`config.mk`:
```
export PLATFORM = sky130hd
export DESIGN_NAME = reg_file_sb
export DESIGN_NICKNAME = d
export VERILOG_FILES = /design/src/rtl/reg_file_pkg.sv /design/src/rtl/rf_scoreboard.sv /design/src/rtl/reg_file_sb.sv
export SDC_FILE = /design/constraint.sdc
export NUM_CORES = 1
export LEC_CHECK = 0
export CORE_MARGIN = 10
export CORE_UTILIZATION = 53
export DETAILED_ROUTE_END_ITERATION = 8
export PLACE_DENSITY = 0.81
export SLEW_MARGIN = 10
export SYNTH_ARGS = -nofsm -noshare
export SYNTH_HDL_FRONTEND = slang
export SYNTH_HIERARCHICAL = 1
export SYNTH_SLANG_ARGS = --single-unit
```
`constraint.sdc`:
```
create_clock -name clk -period 2.7 [get_ports clk]
set_input_delay 0.27 -clock clk [delete_from_list [all_inputs] [get_ports clk]]
set_output_delay 0.27 -clock clk [all_outputs]
set_load 0.1 [all_outputs]
```
`src/rtl/reg_file_pkg.sv`:
```
// reg_file_pkg: shared defaults and types for the register file with busy scoreboard
package reg_file_pkg;
   localparam int DEF_DATA_W = 16;
   localparam int DEF_ADDR_W = 3;
   localparam int DEF_DEPTH  = 2 ** DEF_ADDR_W;
   typedef logic [DEF_ADDR_W-1:0] reg_addr_t;
   typedef logic [DEF_DATA_W-1:0] reg_data_t;
endpackage

```
`src/rtl/rf_scoreboard.sv`:
```
// rf_scoreboard: per-register pending-producer bits with set-over-clear priority and popcount
module rf_scoreboard
   import reg_file_pkg::*;
#(
   parameter int ADDR_W   = DEF_ADDR_W,
   parameter int ZERO_REG = 0,
   localparam int DEPTH   = 2 ** ADDR_W
) (
   input  logic              clk,
   input  logic              rst_n,
   input  logic              set,
   input  logic [ADDR_W-1:0] set_addr,
   input  logic              clr,
   input  logic [ADDR_W-1:0] clr_addr,
   output logic [DEPTH-1:0]  sb_next,
   output logic [DEPTH-1:0]  sb,
   output logic [ADDR_W:0]   cnt
);
   localparam bit ZR = ZERO_REG != 0;
   logic [DEPTH-1:0] sb_d, sb_q;
   logic [ADDR_W:0]  cnt_d, cnt_q;

   // Clear for a completing write, then set for a newly issued producer so set wins
   always_comb begin
      sb_d = sb_q;
      if (clr && !(ZR && clr_addr == '0)) sb_d[clr_addr] = 1'b0;
      if (set && !(ZR && set_addr == '0)) sb_d[set_addr] = 1'b1;
      cnt_d = '0;
      for (int i = 0; i < DEPTH; i++) cnt_d = cnt_d + {{ADDR_W{1'b0}}, sb_d[i]};
   end

   // Busy bits and their registered population count
   always_ff @(posedge clk or negedge rst_n) begin
      if (!rst_n) begin
         sb_q  <= '0;
         cnt_q <= '0;
      end else begin
         sb_q  <= sb_d;
         cnt_q <= cnt_d;
      end
   end

   assign sb_next = sb_d;
   assign sb      = sb_q;
   assign cnt     = cnt_q;
endmodule

```
`src/rtl/reg_file_sb.sv`:
```
// reg_file_sb: 1-write/2-read clocked register file with registered reads and busy scoreboard
module reg_file_sb
   import reg_file_pkg::*;
#(
   parameter int DATA_W   = DEF_DATA_W,
   parameter int ADDR_W   = DEF_ADDR_W,
   parameter int ZERO_REG = 0,
   parameter int BYPASS   = 1,
   localparam int DEPTH   = 2 ** ADDR_W
) (
   input  logic              clk,
   input  logic              rst_n,
   input  logic              we_n,
   input  logic [ADDR_W-1:0] waddr,
   input  logic [DATA_W-1:0] wdata,
   input  logic              oe_n,
   input  logic [ADDR_W-1:0] raddr0,
   input  logic [ADDR_W-1:0] raddr1,
   output logic [DATA_W-1:0] rdata0,
   output logic [DATA_W-1:0] rdata1,
   output logic              rvalid,
   input  logic              busy_set,
   input  logic [ADDR_W-1:0] busy_addr,
   output logic              busy0,
   output logic              busy1,
   output logic [ADDR_W:0]   busy_cnt
);
   localparam bit ZR = ZERO_REG != 0;
   localparam bit BP = BYPASS != 0;

   logic [DATA_W-1:0] mem_d [DEPTH];
   logic [DATA_W-1:0] mem_q [DEPTH];
   logic [DATA_W-1:0] rdata0_d, rdata0_q, rdata1_d, rdata1_q;
   logic              rvalid_d, rvalid_q, busy0_d, busy0_q, busy1_d, busy1_q;
   logic              wr_ok;
   logic [DEPTH-1:0]  sb_next, sb;

   assign wr_ok = !we_n && !(ZR && waddr == '0);

   rf_scoreboard #(.ADDR_W(ADDR_W), .ZERO_REG(ZERO_REG)) u_sb (
      .clk      (clk),
      .rst_n    (rst_n),
      .set      (busy_set),
      .set_addr (busy_addr),
      .clr      (!we_n),
      .clr_addr (waddr),
      .sb_next  (sb_next),
      .sb       (sb),
      .cnt      (busy_cnt)
   );

   // Storage update; the dropped zero-register write never reaches the array
   always_comb begin
      mem_d = mem_q;
      if (wr_ok) mem_d[waddr] = wdata;
   end

   // Read ports: zero register first, then same-edge forward, else stored value; hold when idle
   always_comb begin
      rdata0_d = rdata0_q;
      rdata1_d = rdata1_q;
      busy0_d  = busy0_q;
      busy1_d  = busy1_q;
      rvalid_d = !oe_n;
      if (!oe_n) begin
         rdata0_d = (ZR && raddr0 == '0) ? '0 : (BP && wr_ok && waddr == raddr0) ? wdata : mem_q[raddr0];
         rdata1_d = (ZR && raddr1 == '0) ? '0 : (BP && wr_ok && waddr == raddr1) ? wdata : mem_q[raddr1];
         busy0_d  = (ZR && raddr0 == '0) ? 1'b0 : BP ? sb_next[raddr0] : sb[raddr0];
         busy1_d  = (ZR && raddr1 == '0) ? 1'b0 : BP ? sb_next[raddr1] : sb[raddr1];
      end
   end

   // Array and output registers, all cleared by the asynchronous reset
   always_ff @(posedge clk or negedge rst_n) begin
      if (!rst_n) begin
         mem_q    <= '{default: '0};
         rdata0_q <= '0;
         rdata1_q <= '0;
         rvalid_q <= 1'b0;
         busy0_q  <= 1'b0;
         busy1_q  <= 1'b0;
      end else begin
         mem_q    <= mem_d;
         rdata0_q <= rdata0_d;
         rdata1_q <= rdata1_d;
         rvalid_q <= rvalid_d;
         busy0_q  <= busy0_d;
         busy1_q  <= busy1_d;
      end
   end

   assign rdata0 = rdata0_q;
   assign rdata1 = rdata1_q;
   assign rvalid = rvalid_q;
   assign busy0  = busy0_q;
   assign busy1  = busy1_q;
endmodule

```
== Word level (Yosys, flattened, before mapping) ==
Index checks and enable logic that the tools add are counted.
Cells by class
  reduce and logical (&&, ||, !) cells: 7
  $lt $le $gt $ge: 10
  eq/ne operators: 2
  bitwise gates (word level): 6
  $add $sub $neg: 7
  muxes and demuxes: 21
Operators with widths (number)
  128-bit bitwise mux: 1
  16-bit two-way mux: 7
  16-bit binary-select mux with 3-bit select: 2
  16-bit demux with 3-bit select: 1
  4-bit by 1-bit adder with 4-bit output: 6
  3-bit by 4-bit less-than comparator with 1-bit output, second input constant: 4
  8-bit two-way mux: 2
  4-bit greater-or-equal comparator, second input constant: 3
  3-bit inverter with 4-bit output: 3
  8-bit AND: 1
  8-bit inverter: 1
  8-bit OR: 1
  1-bit binary-select mux with 3-bit select: 2
  1-bit demux with 3-bit select: 2
  3-bit equality test: 2
  3-bit by 1-bit greater-or-equal comparator with 1-bit output, second input constant: 2
  1-bit logical AND: 5
  4-bit by 1-bit less-than comparator with 1-bit output, second input constant: 1
  1-bit two-way mux: 4
  1-bit by 1-bit adder with 2-bit output: 1
  1-bit zero test: 2
Word-level totals
  word-level logic and storage cells: 68
  bits in registers: 175
  output and inout port bits: 39
  bits of input ports: 33

== Depth between registers and ports, before layout ==
  depth in word-level cells: 16
  mapped depth: 13
  gate-level depth less buffers: 12

== By module ==
Netlist, hierarchy kept.
By module, submodules not included
  reg_file_sb: instances 1, cells each 562, area each 8450.6 sq um, sequential area each 4078.9 sq um
  rf_scoreboard: instances 1, cells each 56, area each 684.4 sq um, sequential area each 300.3 sq um

== Worst setup path before layout ==
No wires, ideal clock.
  path kind: input port to flip-flop
  start: in we_n
  end: reg u_sb.cnt_q[2], in the netlist u_sb/cnt[2]
  stages on the path: 13
  setup slack: -939 ps
  required time: 2577 ps
  data arrival time: 3517 ps
  cell sequence: buf_2 -> inv_1 -> or4b_1 -> a22o_1 -> fa_1 -> inv_1 -> fa_1 -> fa_1 -> inv_1 -> ha_1 -> inv_1 -> fa_1 -> xnor2_1
Between the ends
  cells in the longest elaborated chain, start to end: 10
Ends and longest elaborated chain
  from (decl): RTL line reg_file_sb.sv:13  | input logic we_n,
  8-bit two-way mux (*): RTL line rf_scoreboard.sv:26  | if (clr && !(ZR && clr_addr == '0)) sb_d[clr_addr] = 1'b0;
  8-bit OR (no source line)
  8-bit two-way mux (*): RTL line rf_scoreboard.sv:27  | if (set && !(ZR && set_addr == '0)) sb_d[set_addr] = 1'b1;
  net sb_next[0]: RTL line reg_file_sb.sv:36  | logic [DEPTH-1:0] sb_next, sb;
  1-bit by 1-bit adder with 2-bit output (*): RTL line rf_scoreboard.sv:29  | for (int i = 0; i < DEPTH; i++) cnt_d = cnt_d + {{ADDR_W{1'b0}}, sb_d[i]};
  4-bit by 1-bit adder with 4-bit output (*) (6 in series): RTL line rf_scoreboard.sv:29
  net u_sb.cnt_d[2]: RTL line rf_scoreboard.sv:21  | logic [ADDR_W:0] cnt_d, cnt_q;
  to (signal assigned): RTL line rf_scoreboard.sv:39  | cnt_q <= cnt_d;
  to (decl): RTL line rf_scoreboard.sv:21
The timed path passes the listed nets; every way through them passes the cells marked *.
A chain may end at the register's enable or synchronous reset.

== Worst setup path in the final report ==
  start: in waddr[1]
  end: reg u_sb.cnt_q[1], in the netlist u_sb/cnt[1]
Between the ends
  cells in the longest elaborated chain, start to end: 16
Ends and longest elaborated chain
  from (decl): RTL line reg_file_sb.sv:14  | input logic [ADDR_W-1:0] waddr,
  3-bit by 4-bit less-than comparator with 1-bit output (not written as such) / 3-bit by 1-bit greater-or-equal comparator with 1-bit output (equally long branches): RTL line rf_scoreboard.sv:26
  1-bit logical AND (not written as such): RTL line rf_scoreboard.sv:26
  1-bit two-way mux (not written as such): RTL line rf_scoreboard.sv:26
  1-bit demux with 3-bit select (*)
  8-bit inverter (no source line) (*)
  8-bit AND (no source line) (*)
  8-bit two-way mux (*): RTL line rf_scoreboard.sv:26
  8-bit OR (no source line)
  8-bit two-way mux (*): RTL line rf_scoreboard.sv:27
  net sb_next[0]: RTL line reg_file_sb.sv:36
  1-bit by 1-bit adder with 2-bit output (*): RTL line rf_scoreboard.sv:29
  4-bit by 1-bit adder with 4-bit output (*) (6 in series): RTL line rf_scoreboard.sv:29
  net u_sb.cnt_d[1]: RTL line rf_scoreboard.sv:21
Marked as above.

==> flow_summary.yaml <==
outcome:
  status: "complete, but fails checks"
  failed_checks: "negative setup slack"
pwr:
  post-layout-total-power_uw: 9600
  internal_power_uw: 6020
  sw_frac_of_total_pct: 37.2
  power.ir.vdd_worst_v: 0.000665
  power.share.combinational_pct: 35.8
  p_switching_uw: 3570
  clkPwrFrac_pct: 26.1
  static-leakage-power_uw: 0.00460
  power.sequential.fraction_pct: 38.1
  power-per-cell-area_mw_per_mm2: 888
drt:
  drc_violation_total_after_the_first_tritonroute_iteration: 519
  drt_wl_total_um: 23700
  route.detailed.wl_per_inst_um: 25.1
  dr_total_vias: 6045
  drc: 0
  drtAntennaViolNets: 0
  routed_via_density: 6.40
  dr.pass1.iters: 5
cells_and_area:
  post_route_cells_drive_above_1_share_pct: 45.6
  area.growth.synth_to_final_pct: 18.3
  final-instance-count-excl-fill: 944
  layout.filler_cells: 1201
  layout.nets: 751
critical_path:
  cell_with_the_most_instances_on_the_worst_path: "sky130_fd_sc_hd__inv_2"
  critical_path_class: "in2reg"
  worstSetupEndpointType: "flop"
  cp_data_required_time_ps: 3030
  critical_path.slowest_cell: "sky130_fd_sc_hd__or4b_4"
  start_kind: "primary input"
  timing.critical_path.fanout_max: 2
  critical_path.cell_chain: "buf_6, or4b_4, a22o_1, fa_1, inv_2, fa_1, fa_2, inv_2, ha_4, inv_2, fa_2, inv_2"
  cpPeakStageDelay_ps: 530
  arrival_ps: 3440
floorplanning:
  die_w_um: 151
  initial_core_util_pct: 54.5
  boundaryPins: 72
  die_y_um: 151
  placeableCoreArea_mm2: 0.0168
  die_area_mm2: 0.0229
  floorplan.rows: 47
logic_synthesis:
  syn_area_mm2: 0.00914
  synth_enable_flop_cells: 0
  ys_seq_elements: 175
  synth.avg_cell_area_um2: 14.8
  yosys.cell_types.count: 38
  yosys_warnings: 6
  synthesis.instances: 618
  synth_nets: 658
  yosys_most_used_dff: "sky130_fd_sc_hd__dfrtp_1"
  ys_seq_area_share_pct: 47.9
  async_reset_ff_share_pct: 100
clock_network:
  clkSlewWorstSetupHoldPaths_ps: 60
  clock_path_buffers: 2
  clkLatencyLatePin_ps: 440
  tritoncts: "built"
  tritoncts.num_buffers: 17
  htreeDepth: 4
  cts.sinks: 175
  clk_root_buffer_cell: "sky130_fd_sc_hd__clkbuf_16"
flow_run:
  cap_violations: 0
global_route:
  grt-ovfl-total: 0
  grt_pass1_wl_um: 37600
  grt_max_degree: 65
  vias_in_the_first_global_route: 6588
  groute.usage.overall_pct: 21.6
  grt_antenna_before_repair: 0
timing:
  final-max-slew-violation-count: 0
  timing.clock.skew_ps: 6.10
  final.period_utilization_pct: 115
  final_critical_path_setup_slack_ps: -408
  finalWorstPathRequiredPeriod_ps: 3110
  final_worst_hold_slack_ps: 381
  max_slew_margin_pct: 60.1
  finalHoldViolations: 0
  highest_attainable_clock_frequency_ghz: 0.322
  tightestPinTransition_ps: 598
  setup_viol: 3
  timing.setup.tns_ps: -897
  rsz0062_at_grt: "true"
placement:
  dp.final_hpwl_um: 14900
  place.gp.congestion: 0.865
  placement.io_buffers: 71
  placed_cells_incl_taps: 906
worst_hold_path:
  type_of_the_worst_min_delay_path: "in2async"
-- power groups by stage --
stage / clock network [uW] / logic, uW / registers (uW)
global route: 2640 / 3650 / 3720
finish: 2500 / 3440 / 3650
detailed placement: 0 / 3370 / 3680
global placement: 0 / 3280 / 3610
floorplan: 0 / 1470 / 4690
CTS: 2520 / 3440 / 3650
-- registers in the layout, indices dropped and copies added (netlist names) --
register	count
mem_q	128
rvalid	1
u_sb/sb	8
rdata1	16
busy1	1
busy0	1
rdata0	16
u_sb/cnt	4
-- synth_stat cells (all sizes together) (4+ instances only) --
| master | n | area share, % |
|---|---|---|
| dfrtp | 175 | 48 |
| mux2 | 112 | 14 |
| mux4 | 68 | 17 |
| nand2 | 49 | 2.0 |
| mux2i | 34 | 3.7 |
| o221ai | 32 | 4.4 |
| buf | 29 | 2.1 |
| inv | 25 | 1.0 |
| clkbuf | 16 | 0.66 |
| o21ai | 16 | 0.88 |
| nor2 | 6 | 0.30 |
| xor2 | 6 | 0.58 |
| a22o | 4 | 0.38 |
| fa | 4 | 0.88 |
| nand4b | 4 | 0.38 |
| nor2b | 4 | 0.27 |
| nor3 | 4 | 0.44 |
-- critical path, delay by kind of cell --
| kind | cells | cell delay [ps] |
|---|---|---|
| simple gates | 1 | 530 |
| fa+ha+maj | 5 | 2120 |
| compound gates | 1 | 220 |
| buf+inv | 5 | 290 |
-- cell usage in the layout, fill, tap and decap left out, types with 4 or more instances in the layout --
master                            instances
sky130_fd_sc_hd__nand2_1                 49
sky130_fd_sc_hd__inv_2                    4
sky130_fd_sc_hd__dlygate4sd2_1            4
sky130_fd_sc_hd__dfrtp_1                175
sky130_fd_sc_hd__o21ai_0                 16
sky130_fd_sc_hd__inv_1                   20
sky130_fd_sc_hd__nand4b_1                 4
sky130_fd_sc_hd__nor3_2                   4
sky130_fd_sc_hd__mux2i_1                 34
sky130_fd_sc_hd__mux2_2                  98
sky130_fd_sc_hd__nor2_1                   4
sky130_fd_sc_hd__xor2_1                   6
sky130_fd_sc_hd__mux2_1                  14
sky130_fd_sc_hd__o221ai_2                20
sky130_fd_sc_hd__buf_12                   5
sky130_fd_sc_hd__buf_6                    4
sky130_fd_sc_hd__a22o_1                   4
sky130_fd_sc_hd__clkinvlp_4               4
sky130_fd_sc_hd__o221ai_1                12
sky130_fd_sc_hd__mux4_2                  68
sky130_fd_sc_hd__clkbuf_16               17
sky130_fd_sc_hd__buf_4                   81
sky130_fd_sc_hd__nor2b_1                  4
sky130_fd_sc_hd__clkdlybuf4s50_1         21
-- routing by layer --
layer	global-route usage (%)	share of wire (%)
met5	0	0
met4	7.07	2.1
met3	5.01	5.8
met2	37.2	53
met1	26.2	39
-- per-stage QoR --
stage                     util, %  worst slack (ps)  instance area [um^2]
after floorplan                 -              -762                  9170
after global placement       60.6             -1250                 10200
after detailed placement     60.6             -1290                 10200
after CTS                    64.4              -348                 10800
after global routing         64.5              -452                 10800
final                        64.5              -408                 10800
-- path summary, 6_finish.rpt --
check                                    to       start  cells after the start  slack, ps
worst max-delay path            u_sb/cnt[1]    waddr[1]                     12       -410
worst min-delay path              mem_q[19]       rst_n                      2        380
worst max register to register  u_sb/cnt[1]  u_sb/sb[1]                     10       -370
worst min register to register    rdata1[2]   rdata1[2]                      2        490
max in group asynchronous        u_sb/sb[0]       rst_n                      3       1590
min in group clk                 u_sb/sb[6]    busy_set                      3        450
-- timing repair --
item / 4_1_cts / 5_1_grt
hold endpoints to repair: 62 / 0
hold buffers: 1 / 0
endpoints found under the setup margin: 4 / 3
buffers inserted: 3 / 3
gates resized for setup: 28 / 3
pin swaps: 7 / 6
-- final cells by class --
type	instances	area, um^2	share of cell area [%]
Timing Repair Buffer	119	1020	9.47
Inverter	25	101	0.937
Sequential cell	175	4380	40.5
Clock buffer	18	429	3.97
Multi-Input combinational cell	373	4430	41.0
Tap cell	220	275	2.55
Clock inverter	13	165	1.53
Antenna cell	1	2.50	0.0231
-- cells by family after synthesis --
| logic type | Yosys count | share of synthesized area [%] |
|---|---|---|
| AO/OA/AOI/OAI | 65 | 7.25 |
| XOR/XNOR | 7 | 0.671 |
| adder cells (fa/ha/maj) | 7 | 1.29 |
| buffers and inverters | 70 | 3.82 |
| flip-flops | 175 | 47.9 |
| multiplexers | 214 | 34.3 |
| AND/OR/NAND/NOR | 80 | 4.74 |
Note: power is estimated with default switching activity, not from simulation.
